**src/rtl/byte_bus_responder.sv**
```systemverilog
// Target side of the byte-serial CPU bus: collects address, write data and a
// command byte over five cycles, runs one word access, streams read data back.
module byte_bus_responder #(
  parameter int unsigned TURNAROUND = 2
) (
  input  logic        clk,
  input  logic        rst_n,
  input  logic        start,
  input  logic [7:0]  addr_in,
  input  logic [7:0]  wdata_in,
  output logic [7:0]  rdata_out,
  output logic        rdata_oe,
  output logic        mem_req,
  output logic        mem_we,
  output logic [31:0] mem_addr,
  output logic [31:0] mem_wdata,
  input  logic [31:0] mem_rdata,
  input  logic        mem_ack,
  output logic        busy,
  output logic        err
);

  localparam int unsigned CNT_W  = 3;
  localparam int unsigned WORD_W = 32;
  localparam int unsigned BYTE_W = 8;

  typedef enum logic [2:0] {
    S_IDLE,
    S_ADDR,
    S_CMD,
    S_WAIT,
    S_RDATA,
    S_DRAIN
  } state_t;

  state_t              state_q, state_d;
  logic [1:0]          idx_q, idx_d;
  logic [CNT_W-1:0]    cnt_q, cnt_d;
  logic [WORD_W-1:0]   addr_q, addr_d;
  logic [WORD_W-1:0]   wdata_q, wdata_d;
  logic [WORD_W-1:0]   rdata_q, rdata_d;
  logic                we_q, we_d;
  logic                discard_q, discard_d;
  logic                mem_req_q, mem_req_d;
  logic                mem_we_q, mem_we_d;
  logic [WORD_W-1:0]   mem_addr_q, mem_addr_d;
  logic [WORD_W-1:0]   mem_wdata_q, mem_wdata_d;
  logic [BYTE_W-1:0]   rdata_out_q, rdata_out_d;
  logic                rdata_oe_q, rdata_oe_d;
  logic                busy_q, busy_d;
  logic                err_q, err_d;
  logic                ack_c;

  // An acknowledge only counts while a request is outstanding.
  assign ack_c = mem_ack & mem_req_q;

  always_comb begin
    state_d     = state_q;
    idx_d       = idx_q;
    cnt_d       = cnt_q;
    addr_d      = addr_q;
    wdata_d     = wdata_q;
    rdata_d     = rdata_q;
    we_d        = we_q;
    discard_d   = discard_q;
    mem_req_d   = mem_req_q;
    mem_we_d    = mem_we_q;
    mem_addr_d  = mem_addr_q;
    mem_wdata_d = mem_wdata_q;
    rdata_out_d = '0;
    rdata_oe_d  = 1'b0;
    err_d       = err_q;

    if (ack_c) begin
      mem_req_d = 1'b0;
      if (!we_q && !discard_q) begin
        rdata_d = mem_rdata;
      end
    end

    if (start && busy_q) begin
      err_d = 1'b1;
    end

    case (state_q)
      S_IDLE: begin
        if (start && !busy_q) begin
          addr_d[7:0]  = addr_in;
          wdata_d[7:0] = wdata_in;
          idx_d        = 2'd1;
          state_d      = S_ADDR;
        end
      end
      S_ADDR: begin
        addr_d[{idx_q, 3'b000} +: BYTE_W]  = addr_in;
        wdata_d[{idx_q, 3'b000} +: BYTE_W] = wdata_in;
        idx_d = idx_q + 2'd1;
        if (idx_q == 2'd3) begin
          state_d = S_CMD;
        end
      end
      S_CMD: begin
        we_d        = addr_in[0];
        mem_we_d    = addr_in[0];
        mem_addr_d  = addr_q;
        mem_wdata_d = wdata_q;
        mem_req_d   = 1'b1;
        rdata_d     = '0;
        discard_d   = 1'b0;
        cnt_d       = '0;
        state_d     = S_WAIT;
      end
      S_WAIT: begin
        if (cnt_q == CNT_W'(TURNAROUND - 1)) begin
          // No ack by the last turnaround cycle: flag it and return zeros.
          if (mem_req_q && !mem_ack) begin
            err_d     = 1'b1;
            discard_d = 1'b1;
            rdata_d   = '0;
          end
          idx_d   = 2'd0;
          state_d = S_RDATA;
        end else begin
          cnt_d = cnt_q + CNT_W'(1);
        end
      end
      S_RDATA: begin
        idx_d = idx_q + 2'd1;
        if (idx_q == 2'd3) begin
          state_d = mem_req_q ? S_DRAIN : S_IDLE;
        end
      end
      S_DRAIN: begin
        if (!mem_req_d) begin
          state_d = S_IDLE;
        end
      end
      default: state_d = S_IDLE;
    endcase

    // Byte lane is driven one cycle ahead so the registered output lines up.
    if (state_d == S_RDATA && !we_d) begin
      rdata_out_d = rdata_d[{idx_d, 3'b000} +: BYTE_W];
      rdata_oe_d  = 1'b1;
    end

    busy_d = (state_d != S_IDLE) || mem_req_d;
  end

  always_ff @(posedge clk or negedge rst_n) begin
    if (!rst_n) begin
      state_q     <= S_IDLE;
      idx_q       <= '0;
      cnt_q       <= '0;
      addr_q      <= '0;
      wdata_q     <= '0;
      rdata_q     <= '0;
      we_q        <= 1'b0;
      discard_q   <= 1'b0;
      mem_req_q   <= 1'b0;
      mem_we_q    <= 1'b0;
      mem_addr_q  <= '0;
      mem_wdata_q <= '0;
      rdata_out_q <= '0;
      rdata_oe_q  <= 1'b0;
      busy_q      <= 1'b0;
      err_q       <= 1'b0;
    end else begin
      state_q     <= state_d;
      idx_q       <= idx_d;
      cnt_q       <= cnt_d;
      addr_q      <= addr_d;
      wdata_q     <= wdata_d;
      rdata_q     <= rdata_d;
      we_q        <= we_d;
      discard_q   <= discard_d;
      mem_req_q   <= mem_req_d;
      mem_we_q    <= mem_we_d;
      mem_addr_q  <= mem_addr_d;
      mem_wdata_q <= mem_wdata_d;
      rdata_out_q <= rdata_out_d;
      rdata_oe_q  <= rdata_oe_d;
      busy_q      <= busy_d;
      err_q       <= err_d;
    end
  end

  assign rdata_out = rdata_out_q;
  assign rdata_oe  = rdata_oe_q;
  assign mem_req   = mem_req_q;
  assign mem_we    = mem_we_q;
  assign mem_addr  = mem_addr_q;
  assign mem_wdata = mem_wdata_q;
  assign busy      = busy_q;
  assign err       = err_q;

endmodule

```
**config.mk**
```make
export PLATFORM = sky130hd
export DESIGN_NAME = byte_bus_responder
export DESIGN_NICKNAME = d
export VERILOG_FILES = /design/src/rtl/byte_bus_responder.sv
export SDC_FILE = /design/constraint.sdc
export NUM_CORES = 1
export LEC_CHECK = 0
export BUFFER_PORTS_ARGS = -buffer_cell sky130_fd_sc_hd__buf_2
export CAP_MARGIN = 0
export CORE_AREA = 2 2 123 125
export DETAILED_ROUTE_END_ITERATION = 10
export DIE_AREA = 0 0 125 127
export HOLD_SLACK_MARGIN = 0.08
export MAX_ROUTING_LAYER = met4
export PLACE_DENSITY = 0.79
export SLEW_MARGIN = 30
export SYNTH_ARGS = -nofsm -noshare
export SYNTH_HDL_FRONTEND = slang
export SYNTH_SLANG_ARGS = --single-unit
export TNS_END_PERCENT = 1
```
**constraint.sdc**
```tcl
create_clock -name clk -period 3.6 [get_ports clk]
set_input_delay 0.36 -clock clk [delete_from_list [all_inputs] [get_ports clk]]
set_output_delay 0.36 -clock clk [all_outputs]
set_load 0.005 [all_outputs]
```
==> results.ini, run 1 <==
[yosys]
ys_types=44
async_reset_ff_share_pct=100.0
post_synth.cell_area_avg_sq_um=9.000
seq_area_frac_synth_pct=58.76
synth.yosys.warnings=0
synth.ff_latch_count=183
synth_nets=925
synth-edff-count=0
synth-main-ff-cell=dfrtp_1
syn_inst=866
netlist_area_sq_um=7794

[global_routing]
gr-total-overflow=0
grt_pass1_vias=5880
grtUsageTotal_pct=23.79
grt_first_pass_wirelength_microns=29340
grt_max_degree=95
antenna_found_initial=0

[status]
status=complete, no violations

[sta]
rsz0062_at_grt=no
slew_headroom_pct=41.24
hold_violations=0
final.setup.tns_ns=0
whs_ns=0.1637
setup_ws_ns=0.4803
final_max_slew_viol_count=0
worst_pin_slew_ns=0.8794
fin_worst_skew_ns=0.01127
finalCritPeriodShare_pct=86.66
fin_crit_ns=3.120
finalSetupViolCount=0
fmax_mhz=320.5

[route]
ant_nets=0
drtPass1Iterations=4
vias=6145
drcViolationCount=0
viasPerCell=5.243
wl_per_cell_microns=14.82
drt-total-wl_microns=17370
drt_iter0_markers=404

[flow_run]
cap_violations=0

[clock_network]
post_cts_buffers=0
cts-root-buf=clkbuf_16
cts_tree=yes
ctsResizeCount=0
clockBufferDepth=2
clock_sinks=183
clkTransAtPathRegs_ns=0.06
clock_latency_ns=0.44
numCtsBuffers=17
cts_max_level=4
hold_buffers=1

[placed_design]
place.gp.congestion=0.8398
io_buffers=128
place_ws_ns=0.5513
dp_hpwl_microns=11660

[die]
row_count=44
core_area_sq_um=14420
ios=129
initial_utilization_pct=54.03
dieArea_sq_um=15880
die_height_microns=127
die_w_microns=125

[pwr]
p_sw_share_pct=37.08
seq_power_share_pct=43.5
ir_drop_mv=0.4374
leakage_nw=4.740
switching_power_mw=2.875
power_density_nw_per_um2=847.5
internal_power_mw=4.878
total_power_mw=7.753
power.share.combinational_pct=34.2
clkPwrFrac_pct=22.3

[setup_path]
crit_chain=inv_1, ha_1, nor2b_1, a22oi_1, a221o_1, inv_1, mux4_2, o32ai_1
cpMaxStageDelayCell=a221o_1
crit_top_cell=inv_1
critical_path_class=flip-flop to flip-flop
worstSetupStartpointType=flip-flop
worst-path-buf-inv=2
arrival_ns=3.44
worstSetupEndpointType=flip-flop
critPathTopFamily=compound AO/OA/AOI/OAI gates
required_ns=3.92
cp_slowest_stage_delay_ns=0.74
worst-path-max-fanout=14

[finish]
final_common_cell=nand2_1
final_cell_mix=396 x nand2_1, 183 x dfrtp_1, 127 x buf_2, 73 x o21ai_0, 41 x inv_1
nNetsFinal=1035
syn2layout_area_growth_pct=17.39
drive_above_1_share_pct=19.23
num_antenna_cells=0

[min_path]
hp-class=primary input to flip-flop

==> per-stage QoR <==
stage                     cell area [sq um]  std cells  util [%]
after floorplan                        7794        866         -
after global placement                 8588       1140     59.54
after detailed placement               8593       1140     59.58
after CTS                              9139       1172     63.36
after global routing                   9149       1172     63.43
final                                  9149       1172     63.43
==> path summary, 6_finish.rpt <==
| path | startpoint | slack (ns) | cells past startpoint | end |
|---|---|---|---|---|
| worst max-delay path | idx_q[0] | 0.48 | 8 | rdata_out[2] |
| worst min-delay path | mem_rdata[5] | 0.16 | 3 | rdata_q[5] |
| worst max register to register | idx_q[0] | 0.48 | 8 | rdata_out[2] |
| worst min register to register | addr_q[0] | 0.47 | 2 | mem_addr[0] |
| max in group asynchronous | rst_n | 2.31 | 3 | mem_addr[21] |
| min in group asynchronous | rst_n | 0.43 | 2 | rdata_q[21] |
==> power groups by stage <==
stage          Sequential (mW)  Clock (mW)  Combinational (mW)
6_report                  3.38        1.73                2.65
5_1_grt                   3.48        1.85                3.03
4_1_cts                   3.37        1.75                2.67
3_5_place_dp              3.39           0                2.66
3_3_place_gp              3.36           0                2.56
2_1_floorplan             3.28           0                1.84
==> state kept, by name, summed over array words and instances (netlist names), 2 cells and up <==
| register | flops |
|---|---|
| addr_q | 32 |
| wdata_q | 32 |
| mem_wdata | 32 |
| mem_addr | 32 |
| state_q | 3 |
| rdata_q | 32 |
| rdata_out | 8 |
| cnt_q | 3 |
| idx_q | 2 |
==> worst register-to-register path: cells and delay by family, from the launching register on <==
family	cells	cell delay [ns]
compound gates	3	1.20
flops	1	0.47
buf+inv	2	0.43
fa+ha+maj	1	0.38
mux	1	0.36
simple gates	1	0.18
==> logic make-up (layout without fill, tap and decap cells) <==
logic type                 Yosys count  in the layout  share of synthesized area, %
xor gates and xnor gates             1              1                        0.1124
adders and majority gates            7              7                         1.124
DFF                                183            183                         58.76
AOI/OAI and AO/OA                  135            135                         9.713
and+or+nand+nor                    434            434                         22.04
buffers and inverters               89            211                         4.784
muxes                               17             17                         3.468
==> final cells by class <==
class,count,area (sq um)
Fill cell,1237,5275
Sequential cell,183,4579
Multi-Input combinational cell,594,2893
Timing Repair Buffer,139,757.0
Clock buffer,19,432.9
Tap cell,184,230.2
Inverter,41,153.9
Clock inverter,12,102.6
==> per-layer routing <==
metal  vias up  share of wire [%]  GRT usage, %
met5         -                  0             -
met4         0                2.1         8.627
met3        28                4.6         4.062
met2       147                 47         35.52
met1      2975                 47         33.35
li1       2995                  -             -
==> cell usage after synthesis, types with 2 or more instances <==
cell / number / area, sq um
a221o_1: 2 / 20.02
mux2i_1: 9 / 90.09
dfrtp_1: 183 / 4579
nand2_1: 401 / 1505
mux4_2: 8 / 180.2
buf_1: 3 / 11.26
o32ai_1: 9 / 78.83
buf_6: 3 / 33.78
nor2_1: 8 / 30.03
clkbuf_1: 33 / 123.9
nor3_1: 3 / 15.01
nor3b_1: 2 / 15.01
inv_1: 41 / 153.9
o21ai_0: 73 / 365.4
buf_4: 2 / 15.01
nor2b_1: 4 / 25.02
ha_1: 7 / 87.58
buf_2: 7 / 35.03
nand2b_1: 4 / 25.02
a22oi_1: 2 / 15.01
a21oi_1: 39 / 195.2
No activity file was read; power rests on OpenSTA's default activity.
==> inputs of run 2 (changes only) <==
Clock period 3.6 ns to 3.3 ns, I/O delays scaled along.
==> results.ini, run 2 (synthesis gave the netlist of run 1 again) <==
[status]
status=complete, no violations

[setup_path]
worstSetupEndpointType=flip-flop
arrival_ns=3.09  ; -0.35 ns
r2r_setup_slack_ns=0.54  ; +0.06 ns
reg2regPathDepth=9  ; +1
rr_endpoint=rdata_out[1]
reg2reg_from=idx_q[0]
worstSetupStartpointType=flip-flop
worst-path-max-fanout=14  ; unchanged
critical_path_class=flip-flop to flip-flop
required_ns=3.63  ; -0.29 ns
crit_start=idx_q[0]

[clock_network]
clock_latency_ns=0.43  ; about the same
post_cts_buffers=0  ; unchanged
ctsResizeCount=0  ; unchanged
clockBufferDepth=2  ; unchanged
cts_tree=yes
clkTransAtPathRegs_ns=0.07  ; about the same
clock_sinks=183  ; unchanged
numCtsBuffers=17  ; unchanged
cts_max_level=4  ; unchanged
hold_buffers=1  ; unchanged
cts-root-buf=clkbuf_16

[route]
ant_nets=0  ; unchanged
drt_iter0_markers=486  ; +20%
viasPerCell=5.215  ; -0.55%
drt-total-wl_microns=17730  ; +2.0%
drtPass1Iterations=5  ; +1
wl_per_cell_microns=15.03  ; +1.4%
drcViolationCount=0  ; unchanged
vias=6148  ; +0.049%

[sta]
hold_violations=0  ; unchanged
slew_headroom_pct=40.36  ; -0.88 points
final.setup.tns_ns=0  ; unchanged
rsz0062_at_grt=no
fin_crit_ns=2.760  ; -0.3602 ns
worst_pin_slew_ns=0.8925  ; +0.01304 ns
finalCritPeriodShare_pct=83.62  ; -3.0 points
finalSetupViolCount=0  ; unchanged
fin_worst_skew_ns=0.01097  ; -0.0003033 ns
fmax_mhz=362.4  ; +13%
final_max_slew_viol_count=0  ; unchanged

[pwr]
leakage_nw=4.784  ; +0.92%
p_sw_share_pct=36.42  ; -0.66 points
seq_power_share_pct=42.6  ; -0.9 points
power_density_nw_per_um2=934.7  ; +10%
power.share.combinational_pct=33.9  ; -0.3 points
ir_drop_mv=0.4911  ; +12%
internal_power_mw=5.495  ; +13%
switching_power_mw=3.148  ; +9.5%
clkPwrFrac_pct=23.5  ; +1.2 points
total_power_mw=8.642  ; +11%

[finish]
final_cell_mix=400 x nand2_1, 183 x dfrtp_1, 127 x buf_2, 73 x o21ai_0, 41 x inv_1
nNetsFinal=1042  ; +0.68%
drive_above_1_share_pct=19.40  ; +0.17 points
instances_no_fill=1179  ; +0.60%
num_antenna_cells=0  ; unchanged
syn2layout_area_growth_pct=18.64
final_area_sq_um=9246  ; +1.1%
final_common_cell=nand2_1
fin_util_pct=64.10  ; +0.68 points

[global_routing]
antenna_found_initial=0  ; unchanged
grtUsageTotal_pct=24.30  ; +0.51 points
grt_first_pass_wirelength_microns=30000  ; +2.3%
grt_max_degree=84  ; -12%
gr-total-overflow=0  ; unchanged
grt_pass1_vias=5939  ; +1.0%

[die]
die_w_microns=125  ; unchanged
core_area_sq_um=14420  ; unchanged
ios=129  ; unchanged
dieArea_sq_um=15880  ; unchanged
die_height_microns=127  ; unchanged
initial_utilization_pct=54.03  ; unchanged
row_count=44  ; unchanged

[placed_design]
dp_hpwl_microns=11980  ; +2.8%
placed_cell_area_sq_um=8646  ; +0.61%
place.gp.congestion=0.8253  ; -1.7%
io_buffers=128  ; unchanged
place_inst=1147  ; +0.61%

[min_path]
holdPathEnd=rdata_q[5]
hp-class=primary input to flip-flop
worstHoldPathCells=3  ; unchanged
worstHoldStart=mem_rdata[5]

[flow_run]
cap_violations=0  ; unchanged

[run 2: worst max-delay path, cell delays in order, from the launching register on]
cell,delay (ns)
dfrtp_1,0.47
inv_1,0.17
ha_1,0.39
nor2b_1,0.23
a22oi_1,0.10
a221o_1,0.37
buf_4,0.21
inv_1,0.16
mux4_2,0.32
o32ai_1,0.23
[run 2: layout make-up]
cell class / instances / area, sq um
Fill cell: 1239 / 5177
Sequential cell: 183 / 4579
Multi-Input combinational cell: 594 / 2883
Timing Repair Buffer: 146 / 809.5
Clock buffer: 22 / 474.2
Tap cell: 184 / 230.2
Inverter: 41 / 153.9
Clock inverter: 9 / 116.4
[run 2: power by group through the flow]
| stage | clock network [mW] | registers, mW | logic [mW] |
|---|---|---|---|
| 3_5_place_dp | 0 | 3.71 | 2.95 |
| 5_1_grt | 2.16 | 3.80 | 3.35 |
| 4_1_cts | 2.05 | 3.68 | 2.96 |
| 3_3_place_gp | 0 | 3.67 | 2.84 |
| 2_1_floorplan | 0 | 3.58 | 2.01 |
| 6_report | 2.03 | 3.68 | 2.93 |
[run 2: worst max-delay path by stage]
stage | to | slack (ns)
2_1_floorplan | rdata_out[4] | 1.01
3_3_place_gp | rdata_out[1] | 0.70
3_5_place_dp | rdata_out[1] | 0.58
4_1_cts | rdata_out[1] | 0.56
5_1_grt | rdata_out[1] | 0.33
6_report | rdata_out[1] | 0.54
[run 2: metal layers]
layer | part of all wire, % | GRT usage, % | vias to the layer above
met5 | 0 | - | -
met4 | 2.1 | 8.235 | 0
met3 | 5.6 | 4.690 | 30
met2 | 47 | 36.06 | 196
met1 | 45 | 34.16 | 2920
li1 | - | - | 3002
[run 2: stage by stage]
stage	worst slack [ns]	hold slack, ns
6_report	0.5405	0.1448
5_1_grt	0.3277	0.1351
4_1_cts	0.5553	0.1288
3_5_place_dp	0.5813	0.4248
3_3_place_gp	0.6981	0.4230
2_1_floorplan	1.010	0.03441
==> inputs of run 3 (changes only) <==
Settings changed: CORE_AREA 2 2 123 125 to 2 2 127 129, DIE_AREA 0 0 125 127 to 0 0 129 131, PLACE_DENSITY 0.79 to 0.77.
Clock period 3.3 ns to 2.33 ns, I/O delays scaled along.
==> results.ini, run 3 (synthesis gave the netlist of run 1 again) <==
[status]
status=complete, no violations

[global_routing]
grtUsageTotal_pct=23.87  ; -0.42 points
gr-total-overflow=0  ; unchanged
grt_first_pass_wirelength_microns=30370  ; +1.2%
grt_pass1_vias=6111  ; +2.9%
grt_max_degree=67  ; -20%
antenna_found_initial=0  ; unchanged

[route]
ant_nets=0  ; unchanged
drcViolationCount=0  ; unchanged
drt_iter0_markers=341  ; -30%
vias=6412  ; +4.3%
viasPerCell=5.085  ; -2.5%
drtPass1Iterations=5  ; unchanged
wl_per_cell_microns=14.86  ; -1.2%
drt-total-wl_microns=18740  ; +5.7%

[placed_design]
io_buffers=128  ; unchanged
place_inst=1197  ; +4.4%
dp_hpwl_microns=12400  ; +3.5%
place.gp.congestion=0.8798  ; +6.6%

[finish]
syn2layout_area_growth_pct=25.20
drive_above_1_share_pct=21.05  ; +1.7 points
nNetsFinal=1093  ; +4.9%
instances_no_fill=1261  ; +7.0%
register_area_sq_um=4579  ; unchanged
num_antenna_cells=0  ; unchanged
n_fill_cell=1319  ; +6.5%
final_cell_mix=400 x nand2_1, 183 x dfrtp_1, 127 x buf_2, 73 x o21ai_0, 40 x inv_1
final_common_cell=nand2_1
multiInputGateArea_sq_um=2914  ; +1.1%

[setup_path]
critPathTopFamily=simple AND/OR/NAND/NOR gates
cp-endpoint=rdata_out[1]
worst-path-max-fanout=8  ; -6
reg2reg_from=cnt_q[1]
worst-path-buf-inv=1  ; -2
reg2regPathDepth=7  ; -2
cpMaxStageDelayCell=or4b_4
critical_path_class=flip-flop to flip-flop
crit_chain=inv_1, ha_2, nor2b_2, nand3_1, a211oi_2, or4b_4, o32ai_1
arrival_ns=2.56  ; -0.53 ns
r2r_setup_slack_ns=0.1  ; -0.44 ns
rr_endpoint=rdata_out[1]
required_ns=2.66  ; -0.97 ns
worstSetupEndpointType=flip-flop
cp_slowest_stage_delay_ns=0.57  ; +0.10 ns
crit_start=cnt_q[1]
worstSetupStartpointType=flip-flop
path_depth=7  ; -2

[clock_network]
clockBufferDepth=2  ; unchanged
clock_sinks=183  ; unchanged
cts_max_level=4  ; unchanged
cts-root-buf=clkbuf_16
numCtsBuffers=17  ; unchanged
clkTransAtPathRegs_ns=0.07  ; about the same
cts_tree=yes
clock_latency_ns=0.43  ; about the same

[sta]
hold_violations=0  ; unchanged
worst_pin_slew_ns=0.7978  ; -0.09464 ns
whs_ns=0.09689  ; -0.04791 ns
finalCritPeriodShare_pct=95.71  ; +12 points
final_max_slew_viol_count=0  ; unchanged
finalSetupViolCount=0  ; unchanged
fmax_mhz=448.4  ; +24%
final.setup.tns_ns=0  ; unchanged
slew_headroom_pct=46.58  ; +6.2 points
fin_worst_skew_ns=0.01107  ; +0.0001042 ns
fin_crit_ns=2.230  ; -0.5294 ns
rsz0062_at_grt=yes

[min_path]
hp-class=primary input to flip-flop
worstHoldStart=addr_in[2]

[die]
ios=129  ; unchanged
row_count=46  ; +4.5%
dieArea_sq_um=16900  ; +6.5%
die_height_microns=131  ; +3.1%
die_w_microns=129  ; +3.2%
initial_utilization_pct=49.97  ; -4.1 points
core_area_sq_um=15600  ; +8.1%

[pwr]
total_power_mw=12.37  ; +43%
power_density_nw_per_um2=1267  ; +36%
ir_drop_mv=0.6568  ; +34%
leakage_nw=5.006  ; +4.6%

[flow_run]
cap_violations=0  ; unchanged

## run 3: per-stage QoR
| step | setup slack [ns] | cell area (sq um) | utilization, % |
|---|---|---|---|
| final | 0.09985 | 9758 | 62.56 |
| after global routing | -0.04541 | 9758 | 62.56 |
| after CTS | 0.02396 | 9713 | 62.27 |
| after detailed placement | -0.03003 | 8833 | 56.63 |
| after global placement | 0.06574 | 8833 | 56.63 |
| after floorplan | 0.04030 | 7794 | - |
## run 3: how the worst min path moves through the flow
stage,cells after the start,endpoint,slack [ns]
6_report,3,addr_q[18],0.1
5_1_grt,3,rdata_q[12],0.1
4_1_cts,3,wdata_q[27],0.08
3_5_place_dp,1,wdata_q[24],0.26
3_3_place_gp,1,wdata_q[24],0.26
2_1_floorplan,0,addr_q[0],-0.06
## run 3: layer usage
metal  wire [microns]  share of wire, %  vias up  track usage [%]
met5                0                 0        -                -
met4              375               2.0        0            8.951
met3              988               5.3       29            4.723
met2             9098                49      183            37.16
met1             8277                44     3095            31.36
li1                 -                 -     3105                -
## run 3: area by class of cell
type | instances | area share [%]
Inverter | 41 | 1.577
Sequential cell | 183 | 46.93
Tap cell | 216 | 2.770
Clock buffer | 21 | 4.821
Clock inverter | 9 | 0.7437
Timing Repair Buffer | 197 | 13.30
Multi-Input combinational cell | 594 | 29.86
## run 3: tightest hold or removal path: cells and delay by family
kind / cells / cell delay (ns)
AO/OA/AOI/OAI: 1 / 0.06
buffers and inverters: 1 / 0.14
AND/OR/NAND/NOR: 1 / 0.06
## run 3: repair_timing
item / 4_1_cts / 5_1_grt
hold buffers: 33 / 0
endpoints found under the hold margin: 92 / 0
gates resized for setup: 2 / 8
buffers inserted: 0 / 1
setup endpoints to repair: 2 / 8
pin swaps: 0 / 2
## run 3: power by group
part           switching (mW)  total, mW  internal, mW
logic                    2.66       4.57          1.91
clock network            1.21       2.65          1.45
registers               0.698       5.14          4.44
